File: src/rtl/uart_tx_param_pkg.sv
// uart_tx_param_pkg: shared types and helpers for the parametrised UART transmitter.
package uart_tx_param_pkg;

    localparam int MAX_DIV_W = 16;

    typedef enum logic [2:0] {TX_IDLE, TX_START, TX_DATA, TX_PARITY, TX_STOP} tx_state_t;

    typedef enum logic [1:0] {PAR_NONE, PAR_EVEN, PAR_ODD} parity_t;

    typedef struct packed {
        logic [MAX_DIV_W-1:0] br_div;
        logic [3:0]           data_bits;
        parity_t              parity;
        logic                 stop2;
    } tx_frame_cfg_t;

    function automatic logic [3:0] clamp_bits(input logic [3:0] b, input logic [3:0] max_bits);
        return b < 4'd5 ? 4'd5 : (b > max_bits ? max_bits : b);
    endfunction

    function automatic parity_t to_parity(input logic [1:0] p);
        return p == 2'b01 ? PAR_EVEN : (p == 2'b10 ? PAR_ODD : PAR_NONE);
    endfunction

    function automatic logic data_parity(input logic [15:0] d, input logic [3:0] n, input parity_t p);
        logic x;
        x = 1'b0;
        for (int i = 0; i < 16; i++)
            if (i < int'(n)) x ^= d[i];
        return p == PAR_ODD ? ~x : x;
    endfunction

endpackage

File: src/rtl/uart_sync_fifo.sv
// uart_sync_fifo: synchronous FIFO with clear, registered occupancy and full/empty flags.
module uart_sync_fifo #(
    parameter int WIDTH = 8,
    parameter int DEPTH = 8
)(
    input  logic                       clk,
    input  logic                       rst_n,
    input  logic                       clr,
    input  logic                       push,
    input  logic                       pop,
    input  logic [WIDTH-1:0]           wdata,
    output logic [WIDTH-1:0]           rdata,
    output logic                       full,
    output logic                       empty,
    output logic [$clog2(DEPTH):0]     level
);
    localparam int AW = $clog2(DEPTH);
    localparam int LW = AW + 1;

    logic [WIDTH-1:0] mem [DEPTH];
    logic [AW-1:0]    wptr, rptr;
    logic             do_push, do_pop;

    assign full    = level == LW'(DEPTH);
    assign empty   = level == '0;
    assign do_push = push && !full;
    assign do_pop  = pop && !empty;
    assign rdata   = mem[rptr];

    always_ff @(posedge clk)
        if (do_push && !clr) mem[wptr] <= wdata;

    always_ff @(posedge clk or negedge rst_n) begin
        if (!rst_n) begin
            wptr  <= '0;
            rptr  <= '0;
            level <= '0;
        end else if (clr) begin
            wptr  <= '0;
            rptr  <= '0;
            level <= '0;
        end else begin
            if (do_push) wptr <= wptr + AW'(1);
            if (do_pop) rptr <= rptr + AW'(1);
            level <= level + LW'(do_push) - LW'(do_pop);
        end
    end

endmodule

File: src/rtl/uart_tx_param.sv
// uart_tx_param: buffered UART transmitter with per-frame latched word length,
// parity, stop bits and baud divisor; frames stream back-to-back while data is buffered.
module uart_tx_param
    import uart_tx_param_pkg::*;
#(
    parameter int DATA_W     = 8,
    parameter int FIFO_DEPTH = 8,
    parameter int DIV_W      = 16
)(
    input  logic                          clk,
    input  logic                          rst_n,
    input  logic                          cfg_en,
    input  logic [DIV_W-1:0]              cfg_br_div,
    input  logic [3:0]                    cfg_data_bits,
    input  logic [1:0]                    cfg_parity,
    input  logic                          cfg_stop2,
    input  logic                          fifo_clr,
    input  logic                          wr_valid,
    input  logic [DATA_W-1:0]             wr_data,
    output logic                          wr_ready,
    output logic                          txd,
    output logic                          busy,
    output logic                          txf,
    output logic                          txe,
    output logic [$clog2(FIFO_DEPTH):0]   level
);
    tx_state_t         state, nxt;
    tx_frame_cfg_t     frm;
    logic [DATA_W-1:0] head, shreg;
    logic [DIV_W-1:0]  baud;
    logic [3:0]        bit_cnt, n_cfg;
    logic              par, bit_end, last_bit, last_stop, load;

    uart_sync_fifo #(.WIDTH(DATA_W), .DEPTH(FIFO_DEPTH)) u_fifo (
        .clk   (clk),
        .rst_n (rst_n),
        .clr   (fifo_clr),
        .push  (wr_valid && !txf),
        .pop   (load),
        .wdata (wr_data),
        .rdata (head),
        .full  (txf),
        .empty (txe),
        .level (level)
    );

    assign wr_ready  = !txf;
    assign busy      = state != TX_IDLE;
    assign n_cfg     = clamp_bits(cfg_data_bits, 4'(DATA_W));
    assign bit_end   = baud == '0;
    assign last_bit  = bit_cnt == frm.data_bits - 4'd1;
    assign last_stop = state == TX_STOP && bit_end && bit_cnt == 4'd0;
    // A new frame may start from idle or seamlessly on the last clock of the final stop bit.
    assign load      = cfg_en && !txe && (state == TX_IDLE || last_stop);

    always_ff @(posedge clk or negedge rst_n)
        if (!rst_n) state <= TX_IDLE;
        else state <= nxt;

    always_comb begin
        nxt = state;
        case (state)
            TX_IDLE:   nxt = load ? TX_START : TX_IDLE;
            TX_START:  nxt = bit_end ? TX_DATA : TX_START;
            TX_DATA:   nxt = (bit_end && last_bit) ? (frm.parity == PAR_NONE ? TX_STOP : TX_PARITY) : TX_DATA;
            TX_PARITY: nxt = bit_end ? TX_STOP : TX_PARITY;
            TX_STOP:   nxt = last_stop ? (load ? TX_START : TX_IDLE) : TX_STOP;
            default:   nxt = TX_IDLE;
        endcase
    end

    always_ff @(posedge clk or negedge rst_n) begin
        if (!rst_n) begin
            frm     <= '0;
            shreg   <= '0;
            par     <= 1'b0;
            baud    <= '0;
            bit_cnt <= '0;
            txd     <= 1'b1;
        end else if (load) begin
            frm     <= '{br_div: MAX_DIV_W'(cfg_br_div), data_bits: n_cfg,
                         parity: to_parity(cfg_parity), stop2: cfg_stop2};
            shreg   <= head;
            par     <= data_parity(16'(head), n_cfg, to_parity(cfg_parity));
            baud    <= cfg_br_div;
            bit_cnt <= '0;
            txd     <= 1'b0;
        end else if (busy && bit_end) begin
            baud <= frm.br_div[DIV_W-1:0];
            case (nxt)
                TX_DATA: begin
                    txd     <= shreg[0];
                    shreg   <= shreg >> 1;
                    bit_cnt <= state == TX_DATA ? bit_cnt + 4'd1 : 4'd0;
                end
                TX_PARITY: txd <= par;
                TX_STOP: begin
                    txd     <= 1'b1;
                    bit_cnt <= state == TX_STOP ? bit_cnt - 4'd1 : {3'b0, frm.stop2};
                end
                default: txd <= 1'b1;
            endcase
        end else if (busy) begin
            baud <= baud - DIV_W'(1);
        end
    end

endmodule

File: config.mk
export PLATFORM = sky130hd
export DESIGN_NAME = uart_tx_param
export DESIGN_NICKNAME = d
export VERILOG_FILES = /design/src/rtl/uart_tx_param_pkg.sv /design/src/rtl/uart_sync_fifo.sv /design/src/rtl/uart_tx_param.sv
export SDC_FILE = /design/constraint.sdc
export NUM_CORES = 1
export LEC_CHECK = 0
export ABC_CLOCK_PERIOD_IN_PS = 3700
export BUFFER_PORTS_ARGS = -buffer_cell sky130_fd_sc_hd__buf_2
export CORE_MARGIN = 10
export CORE_UTILIZATION = 54
export DETAILED_ROUTE_END_ITERATION = 8
export PLACE_DENSITY = 0.73
export SYNTH_ARGS = -nofsm -noshare
export SYNTH_HDL_FRONTEND = slang
export SYNTH_SLANG_ARGS = --single-unit
File: constraint.sdc
create_clock -name clk -period 3.7 [get_ports clk]
set_input_delay 0 -clock clk [delete_from_list [all_inputs] [get_ports clk]]
set_output_delay 0 -clock clk [all_outputs]
set_load 0.03 [all_outputs]
==> summary.md, run 1 <==
| Metric | Value |
|---|---|
| H-tree Lvls | 4 |
| Largest buffer count on any clock path | 2 |
| Full die area | 16500 um2 |
| Synthesized instance count | 546 |
| Yosys cell types | 65 |
| Tot Pwr | between 3 and 4 mW |
| Largest fanout of any net on the critical path | 36 |
| Clock-pin slew on the worst setup and hold paths | 0.06 ns |
| Sequential share of the synthesized area | approximately 56% |
| First-pass GRT wire length | about 23 mm |
| Depth of the most critical reg-to-reg path | 11 |
| Largest clock skew in the final design | 0.00922 ns |
| Most common cell after layout, fill and taps aside | nand2_1 |
| R2r endpoint | frm[1]$_DFFE_PN0P_ |
| Antenna violations before repair | 0 |
| Via count normalized by instance count | 5.71 |
| Antenna Nets Post-Route | 0 |
| Net count, final | 672 |
| Pleak | 3.18 nW |
| Pwr Density | 475 nW/um2 |
| Max-slew violation total from the final report | 0 |
| Total half-perimeter wirelength after legalization and detailed placement | 9.10 mm |
| Overall die width | 129 um |
| Achievable Freq | between 300 and 400 MHz |
| Max-cap violation count | 0 |
| Num ports | between 40 and 50 |
| Number of DRC markers in iteration 0 | ~370 |
| Total detailed-routing wirelength | ~14 mm |
| Port Buf Inserts | 44 |
| Period minus WS final | approximately 2.9 ns |
| Commonest cells after routing, fill and taps aside | nand2_1 (95), dfrtp_1 (65), edfxtp_1 (64) |
| Iteration count of the initial detailed-routing pass | 5 |
| Layout overhead on the synthesized area | 19.5% |
| Die Y-Extent | 129 um |
| Final Non-Filler Cells | between 700 and 800 |
| Critical Path Sink | frm[1]$_DFFE_PN0P_ |
| Area share of the largest cell type after synthesis | 30.2% |
| Critical path launch point type | flip-flop |
| TritonCTS clock tree | done |
| Final-layout worst hold slack | ~0.033 ns |
| Most used DFF post-synth | dfrtp_1 |
| Critical Path Source | baud[0]$_DFFE_PN0P_ |
| Clock sinks | 130 |
| Most area-consuming cells after synthesis | edfxtp_1 (30%), dfrtp_1 (26%), mux4_2 (5.7%) |
| Avg Cell Area, Syn | 11.7 um2 |
| Maximum number of pins on one net before global-route repair | 50 |
| Post-CTS Setup Inserts | 0 |
| Total global routing track utilization | 17.5% |
| Total negative setup slack | 0 ns |
| GR Overflow Total | 0 |
| Synth Net Count | 597 |
| Run status | complete, no violations |
| Placer congestion estimate | ~0.87 |
| Number of vias in the routed layout | 4439 |
| Worst-case register-to-register setup slack | 0.76 ns |
| Via count of the first global-routing pass | 4505 |
| Clock tree root buffer cell | clkbuf_16 |
| Final Worst Setup Slack | 0.760 ns |
| Area of the core | 11500 um2 |
| Row count | 39 |
| Syn Std Cell Area | 6370 um2 |
| Worst-case headroom to the max-slew limit | between 30% and 40% |
| Cell taking the most area after synthesis | edfxtp_1 |
| Number of antenna repair diodes | 0 |
| Non-Filler Cell Area, Final | 7610 um2 |
| Worst path required time | around 4.1 ns |
| Final setup fails | 0 |
| DP Cell Count | around 710 |
| Final number of hold-violating endpoints | 0 |
| FF+latch count, synth | 130 |
| Total DRC errors in the routed layout | 0 |
| Yosys warnings | 0 |
| Worst Tran Pin Value | around 0.95 ns |
| RSZ-0062 raised after global routing | false |
| Total clock buffers created by CTS | 17 |
| Critical path data arrival time | 3.30 ns |
| Share of post-route cells with drive strength above 1 | 18.1% |
| VDD IR-drop max | 468 uV |
| Avg WL per Cell | 17.7 um |
| Fin util | roughly two thirds |
| EDFF count, synth | 64 |
| Final period utilization | 79.5% |
| Min-Delay Path Class | in2reg |
| Initial cell density of the core | between 50% and 60% |
| Setup slack at placement | 0.831 ns |
| Critical setup path kind | reg2reg |
| Source of the worst register-to-register timing path | baud[0]$_DFFE_PN0P_ |
| Clock insertion delay at the later pin of the skew report | ~0.42 ns |
| Post-synthesis async set-or-reset flop share | 50.8% |
| Placed Instance Area | 6700 um2 |
| Crit end category | flip-flop |
## worst min-delay path by stage
stage	endpoint	from	slack, ns	depth (start not counted)
final	u_fifo.wptr[0]$_DFFE_PN0P_	wr_valid	0.03	4
after global routing	frm[4]$_DFFE_PN0P_	cfg_data_bits[2]	0.05	4
after CTS	u_fifo.wptr[0]$_DFFE_PN0P_	wr_valid	0.02	4
after detailed placement	bit_cnt[1]$_DFFE_PN0P_	rst_n	-0.03	1
after global placement	bit_cnt[1]$_DFFE_PN0P_	rst_n	-0.02	1
after floorplan	baud[0]$_DFFE_PN0P_	rst_n	-0.30	0
## power by group
group	leakage (nW)	internal [mW]	switching [mW]	total, mW
Sequential	1.45	1.56	0.0206	1.58
Clock	0.281	1.06	0.627	1.68
Combinational	1.45	0.143	0.208	0.351
## worst max-delay path, cell delays in order, from the launching register on
cell           delay (ns)
dfrtp_1              0.41
inv_1                0.14
ha_1                 0.19
nor4b_1              0.21
and4_1               0.35
a21boi_1             0.13
or2_1                0.28
clkinv_2             0.06
buf_4                0.35
nand3b_1             0.12
dlygate4sd3_1        0.57
nand2_1              0.07
## layer usage
layer / global-route usage, % / wire [um]
met5: 0 / 0
met4: 6.48 / 208
met3: 5.09 / 725
met2: 29.1 / 7010
met1: 21.2 / 5830
## cells by family (layout without fill, tap and decap cells)
family                   after synthesis  in the layout  synth area share (%)
flip-flops                           130            130                  56.1
adder cells (fa/ha/maj)               15             15                  3.06
buffers and inverters                 52            140                  3.57
AO/OA/AOI/OAI                        100            100                  10.9
XOR/XNOR                              22             22                  3.46
multiplexers                          38             38                  9.31
AND/OR/NAND/NOR                      189            189                  13.6
## cell type report
| cell class | instances | area [um2] |
|---|---|---|
| fill | 836 | 3860 |
| sequential | 130 | 3570 |
| multi-input combinational | 364 | 2570 |
| timing repair buffer | 85 | 608 |
| clock buffer | 19 | 433 |
| tap | 143 | 179 |
| clock inverter | 13 | 161 |
| inverter | 23 | 87.6 |
## sequential cells by signal, indices dropped and copies added, names as in the netlist
register,count
baud,16
bit_cnt,4
frm,23
par,1
shreg,8
state,3
txd,1
u_fifo.level,4
u_fifo.mem,64
u_fifo.rptr,3
u_fifo.wptr,3
## synth_stat cells, drive strengths merged, types with 2 or more instances
library cell  number
a211o              4
nand3              8
a21boi             2
nor3               8
dfrtp             65
nand3b             3
nor2b              6
mux4              16
mux2i             12
edfxtp            64
xnor2             12
nand2b             7
or3                4
o211ai             7
a31oi              8
nand2             95
or3b               2
xnor3              2
a221oi             3
and2               3
nor4               3
nand4              3
nor2              42
clkbuf            15
inv               22
a21oi             22
buf               14
a32o               2
o22a               2
o21ai             33
a221o              3
o21a               3
mux2              10
xor2               8
ha                14
## what timing repair did
| item | 4_1_cts | 5_1_grt |
|---|---|---|
| endpoints found under the hold margin | 126 | 0 |
| hold buffers | 32 | 0 |
| gates resized for setup | 0 | 0 |
(Power assumes the default switching activity.)
==> inputs of run 2 (changes only) <==
Settings changed: ABC_CLOCK_PERIOD_IN_PS 3700 to 2900.
Clock period 3.7 ns to 2.9 ns, I/O delays scaled along.
==> run 2 against run 1 <==
Worst hold slack gained 0.15 ns; core utilization increased by 1.8 points; global-route usage grew 0.60 points; design area up 2.6%; non-clock buffer count up 19; sequential power is 28% higher; sequential share of layout area decreased by 1.2 points; worst setup slack got worse by 0.52 ns; critical path type unchanged; critical endpoint is now u_fifo.level[1]$_DFF_PN0_.
==> summary.md, run 2 (synthesized netlist as in run 1, its figures left out) <==
| Metric | Value |
|---|---|
| H-tree Lvls | 4 (unchanged) |
| Layout overhead on the synthesized area | 22.6% |
| Avg WL per Cell | 18.2 um (+2.4%) |
| Final setup fails | 0 (unchanged) |
| Largest clock skew in the final design | 0.00968 ns (+0.000461 ns) |
| Clock-pin slew on the worst setup and hold paths | 0.06 ns (about the same) |
| Standard cell with the maximum stage delay on the critical path | fa_2 |
| Overall die width | 129 um (unchanged) |
| Fin util | 68.1% (+1.8 points) |
| Pleak | 3.26 nW (+2.6%) |
| Final period utilization | 91.7% (+12 points) |
| Worst path required time | 3.25 ns (-0.81 ns) |
| Period minus WS final | 2.66 ns (-0.281 ns) |
| Row count | 39 (unchanged) |
| Post-CTS Setup Inserts | 0 (unchanged) |
| Clock sinks | 130 (unchanged) |
| Number of flip-flops in the largest register | 64 (unchanged) |
| Worst-case headroom to the max-slew limit | 43.5% (+7.2 points) |
| Clock tree root buffer cell | clkbuf_16 |
| Full die area | 16500 um2 (unchanged) |
| Initial cell density of the core | 55.5% (unchanged) |
| GR Overflow Total | 0 (unchanged) |
| Number of DRC markers in iteration 0 | 332 (-11%) |
| Biggest cell delay along the critical path | 0.52 ns (-0.05 ns) |
| Pwr Density | 576 nW/um2 (+21%) |
| Achievable Freq | 376 MHz (+11%) |
| Net count, final | 691 (+2.8%) |
| Ordered cell list for the critical path | inv_2, ha_1, nor4b_2, and4_1, a21boi_2, or2_4, clkinv_8, ha_4, inv_2, ha_4, fa_2, nor2b_1 |
| Antenna Nets Post-Route | 0 (unchanged) |
| Antenna violations before repair | 0 (unchanged) |
| Run status | complete, no violations |
| Port Buf Inserts | 44 (unchanged) |
| Die Y-Extent | 129 um (unchanged) |
| Num ports | 45 (unchanged) |
| Placed Instance Area | 6890 um2 (+2.9%) |
| Total clock buffers created by CTS | 17 (unchanged) |
| Total DRC errors in the routed layout | 0 (unchanged) |
| Critical path data arrival time | 3.01 ns (-0.29 ns) |
| Via count normalized by instance count | 5.58 (-2.3%) |
| Worst Tran Pin Value | 0.848 ns (-0.104 ns) |
| Total half-perimeter wirelength after legalization and detailed placement | 9.34 mm (+2.7%) |
| Number of vias in the routed layout | 4436 (-0.068%) |
| Crit end category | flip-flop |
| First-pass GRT wire length | 23.4 mm (+2.9%) |
| Critical setup path kind | reg2reg |
| Number of antenna repair diodes | 0 (unchanged) |
| Largest registers ranked by flip-flop count | u_fifo.mem (64), frm (23), baud (16) |
| RSZ-0062 raised after global routing | false |
| Max-cap violation count | 0 (unchanged) |
| Most common cell after layout, fill and taps aside | nand2_1 |
| Maximum number of pins on one net before global-route repair | 67 (+34%) |
| Non-Filler Cell Area, Final | 7810 um2 (+2.6%) |
| Commonest cells after routing, fill and taps aside | nand2_1 (95), edfxtp_1 (64), dfrtp_1 (63) |
| Final number of hold-violating endpoints | 0 (unchanged) |
| Min-Delay Path Class | in2reg |
| Max-slew violation total from the final report | 0 (unchanged) |
| Largest buffer count on any clock path | 2 (unchanged) |
| Clock insertion delay at the later pin of the skew report | 0.41 ns (about the same) |
| # fillers | 830 (-0.72%) |
| Iteration count of the initial detailed-routing pass | 4 (-1) |
| Total global routing track utilization | 18.1% (+0.60 points) |
| TritonCTS clock tree | done |
| Largest reg by FF count | u_fifo.mem |
| Via count of the first global-routing pass | 4570 (+1.4%) |
| Total detailed-routing wirelength | 14.4 mm (+4.8%) |
| Critical path launch point type | flip-flop |
| Largest fanout of any net on the critical path | 16 (-56%) |
| Placer congestion estimate | 0.852 (-2.1%) |
| VDD IR-drop max | 859 uV (+83%) |
| Area of the core | 11500 um2 (unchanged) |
| Share of post-route cells with drive strength above 1 | 22.1% (+3.9 points) |
## run 2: worst paths after layout
path	from	endpoint	slack, ns	cells past startpoint
max	baud[0]$_DFFE_PN0P_	u_fifo.level[1]$_DFF_PN0_	0.24	12
min	cfg_en	state[0]$_DFF_PN0_	0.18	4
max reg2reg	baud[0]$_DFFE_PN0P_	u_fifo.level[1]$_DFF_PN0_	0.24	12
min reg2reg	frm[18]$_DFFE_PN0P_	frm[18]$_DFFE_PN0P_	0.48	2
max in group asynchronous	rst_n	u_fifo.level[3]$_DFF_PN0_	1.99	3
min in group asynchronous	rst_n	frm[9]$_DFFE_PN0P_	0.31	3
## run 2: what timing repair did
item | in CTS | in global routing
endpoints found under the setup margin | 0 | 2
endpoints found under the hold margin | 174 | 0
resized for setup | 0 | 1
hold buffers | 36 | 0
## run 2: worst max-delay path: cells and delay by family (launching register included)
| family | cells | cell delay (ns) |
|---|---|---|
| adder cells (fa/ha/maj) | 4 | 1.15 |
| AO/OA/AOI/OAI | 1 | 0.18 |
| buffers and inverters | 3 | 0.20 |
| flip-flops | 1 | 0.40 |
| AND/OR/NAND/NOR | 4 | 0.66 |
## run 2: area by class of cell
type / instances / area, um2 / area share [%]
Inverter: 23 / 98.8 / 1.27
Clock inverter: 14 / 134 / 1.71
Timing Repair Buffer: 104 / 761 / 9.74
Sequential cell: 130 / 3580 / 45.8
Clock buffer: 17 / 425 / 5.45
Multi-Input combinational cell: 364 / 2640 / 33.8
Tap cell: 143 / 179 / 2.29
## run 2: power breakdown
part           internal (mW)  switching (mW)
Clock                   1.18           0.813
Combinational          0.204           0.286
Sequential              1.99          0.0270
## run 2: per-layer routing
| layer | global-route usage, % | part of all wire (%) |
|---|---|---|
| met1 | 20.8 | 41 |
| met2 | 31.5 | 53 |
| met3 | 5.34 | 4.4 |
| met4 | 6.55 | 1.7 |
| met5 | 0 | 0 |
## run 2: metrics by stage
stage	hold slack (ns)	total power [mW]	std cells	TNS, ns	setup slack (ns)
2_1_floorplan	-0.296	2.36	546	-0.0223	-0.0223
3_3_place_gp	0.193	2.49	728	0	0.260
3_5_place_dp	0.206	2.51	728	0	0.159
4_1_cts	0.159	4.55	795	0	0.147
5_1_grt	0.215	4.67	795	0	0.0549
6_report	0.183	4.50	795	0	0.241
==> inputs of run 3 (changes only) <==
Settings changed: SETUP_SLACK_MARGIN set to 0.4.
==> run 3 against run 2 <==
The flow now finishes with violations (hold timing); count of clock-buffer cells in the layout is 4 higher; critical path depth unchanged; clock power fell by 3%; clock skew fell by 0.0020 ns; combinational power rose by 10%; final cell count rose by 2.3%; critical path type unchanged; largest power group unchanged.
==> summary.md, run 3 (synthesized netlist as in run 1, its figures left out) <==
| Metric | Value |
|---|---|
| Run status | complete, but fails checks |
| Violated checks | hold timing |
| Final number of hold-violating endpoints | 7 (+7) |
| Clock insertion delay at the later pin of the skew report | 0.43 ns (+0.02 ns) |
| Largest fanout of any net on the critical path | 4 (-12) |
| Non-Filler Cell Area, Final | 8050 um2 (+3.1%) |
| # fillers | 773 (-6.9%) |
| TritonCTS clock tree | done |
| H-tree Lvls | 4 (unchanged) |
| Commonest cells after routing, fill and taps aside | nand2_1 (95), edfxtp_1 (64), dfrtp_1 (60) |
| Max-cap violation count | 0 (unchanged) |
| Achievable Freq | 397 MHz (+5.5%) |
| Avg WL per Cell | 17.9 um (-1.3%) |
| Largest reg by FF count | u_fifo.mem |
| Ordered cell list for the critical path | inv_2, ha_4, nor4b_4, and4_1, a21boi_2, or2_4, clkinv_8, ha_4, inv_2, ha_4, fa_2, nor2b_4 |
| Num ports | 45 (unchanged) |
| Via count normalized by instance count | 5.64 (+1.1%) |
| Clock sinks | 130 (unchanged) |
| Via count of the first global-routing pass | 4679 (+2.4%) |
| Total half-perimeter wirelength after legalization and detailed placement | 9.31 mm (-0.39%) |
| Iteration count of the initial detailed-routing pass | 4 (unchanged) |
| Top Family by Delay on Critical Path | adder cells |
| VDD IR-drop max | 476 uV (-45%) |
| Total DRC errors in the routed layout | 0 (unchanged) |
| Largest registers ranked by flip-flop count | u_fifo.mem (64), frm (23), baud (16) |
| Total detailed-routing wirelength | 14.6 mm (+0.94%) |
| Combined area of the multi-input logic cells | 2770 um2 (+4.9%) |
| Standard cell with the maximum stage delay on the critical path | fa_2 |
| Total clock buffers created by CTS | 17 (unchanged) |
| Antenna violations before repair | 0 (unchanged) |
| Number of flip-flops in the largest register | 64 (unchanged) |
| Most common cell after layout, fill and taps aside | nand2_1 |
| RSZ-0062 raised after global routing | true |
| Total global routing track utilization | 18.3% (+0.17 points) |
| Register cell area after layout | 3580 um2 (+0.10%) |
| Clock tree root buffer cell | clkbuf_16 |
| Row count | 39 (unchanged) |
| Placed Instance Area | 6910 um2 (+0.24%) |
| Share of post-route cells with drive strength above 1 | 27.3% (+5.2 points) |
| Biggest cell delay along the critical path | 0.42 ns (-0.10 ns) |
| Die Y-Extent | 129 um (unchanged) |
| Period minus WS final | 2.52 ns (-0.137 ns) |
| Max-slew violation total from the final report | 0 (unchanged) |
| Placer congestion estimate | 0.832 (-2.4%) |
| Layout overhead on the synthesized area | 26.4% |
| Most Frequent Cell on Critical Path | ha_4 |
| Clock-pin slew on the worst setup and hold paths | 0.06 ns (about the same) |
| Area of the core | 11500 um2 (unchanged) |
| GR Overflow Total | 0 (unchanged) |
| Critical path buffer and inverter count | 3 (unchanged) |
| Critical path data arrival time | 2.83 ns (-0.18 ns) |
| Number of antenna repair diodes | 0 (unchanged) |
| Final-layout worst hold slack | -0.0869 ns (-0.270 ns) |
| Worst Tran Pin Value | 0.705 ns (-0.143 ns) |
| Largest clock skew in the final design | 0.00766 ns (-0.00202 ns) |
| Worst-case headroom to the max-slew limit | 53.0% (+9.5 points) |
| Worst path required time | 3.21 ns (-0.04 ns) |
| Final period utilization | 87.0% (-4.7 points) |
| Final setup fails | 0 (unchanged) |
| Number of DRC markers in iteration 0 | 345 (+3.9%) |
| Largest buffer count on any clock path | 2 (unchanged) |
| Critical path launch point type | flip-flop |
| Maximum number of pins on one net before global-route repair | 50 (-25%) |
| Crit end category | flip-flop |
| Pwr Density | 559 nW/um2 (-3.0%) |
| Full die area | 16500 um2 (unchanged) |
| Net count, final | 708 (+2.5%) |
| Port Buf Inserts | 44 (unchanged) |
| CTS Hold Bufs | 35 (-2.8%) |
| Min-Delay Path Class | in2reg |
| Pleak | 3.34 nW (+2.3%) |
| Number of vias in the routed layout | 4587 (+3.4%) |
| Critical setup path kind | reg2reg |
| Overall die width | 129 um (unchanged) |
| Antenna Nets Post-Route | 0 (unchanged) |
| Initial cell density of the core | 55.5% (unchanged) |
| First-pass GRT wire length | 23.8 mm (+1.4%) |
## run 3: cell types whose count changed in the layout (fill, tap and decap cells not counted), moves of 3 or more
cell,delta
buf_4,+15
clkinv_4,-7
clkinvlp_4,+5
dfrtp_1,-3
dfrtp_2,+3
inv_1,-3
inv_2,+3
## run 3: final timing paths
path                       cells past startpoint                        end                start  slack, ns
setup / recovery                              12  u_fifo.level[1]$_DFF_PN0_  baud[1]$_DFFE_PN0P_       0.38
hold / removal                                 2  u_fifo.level[1]$_DFF_PN0_             fifo_clr      -0.09
max in group asynchronous                      3  u_fifo.level[2]$_DFF_PN0_                rst_n       2.17
hold reg to reg                                2        frm[17]$_DFFE_PN0P_  frm[17]$_DFFE_PN0P_       0.48
min in group asynchronous                      2        frm[15]$_DFFE_PN0P_                rst_n       0.01
setup reg to reg                              12  u_fifo.level[1]$_DFF_PN0_  baud[1]$_DFFE_PN0P_       0.38
## run 3: metrics by stage
stage          cells  util [%]  setup slack, ns  total power [mW]  TNS (ns)
5_1_grt          813      70.2            0.315              4.68         0
3_5_place_dp     729      60.2            0.111              2.52         0
2_1_floorplan    546         -          -0.0223              2.36   -0.0223
3_3_place_gp     729      60.2            0.221              2.50         0
6_report         813      70.2            0.378              4.50         0
4_1_cts          805      68.9            0.359              4.51         0
## run 3: layout make-up
type | instances | share of cell area (%)
Clock buffer | 21 | 5.72
Clock inverter | 11 | 1.01
Inverter | 23 | 1.23
Multi-Input combinational cell | 365 | 34.4
Sequential cell | 130 | 44.5
Tap cell | 143 | 2.22
Timing Repair Buffer | 120 | 11.0
## run 3: metal layers
metal  track usage, %  vias up  part of all wire [%]
met3             5.67       22                   5.9
met5                0        -                     0
li1                 -     2178                     -
met4             7.79        0                   1.6
met2             30.6      129                    52
met1             21.4     2258                    41
## run 3: repair_timing
item | CTS | global route
resized for setup | 8 | 18
pin swaps | 4 | 13
gates cloned | 0 | 1
endpoints found under the setup margin | 20 | 24
hold endpoints to repair | 174 | 7
buffers inserted | 9 | 7
## run 3: report_power, final
part	total (mW)	switching, mW	internal (mW)
sequential	2.02	0.0277	1.99
clock	1.95	0.807	1.14
combinational	0.539	0.305	0.234
total	4.50	1.14	3.36
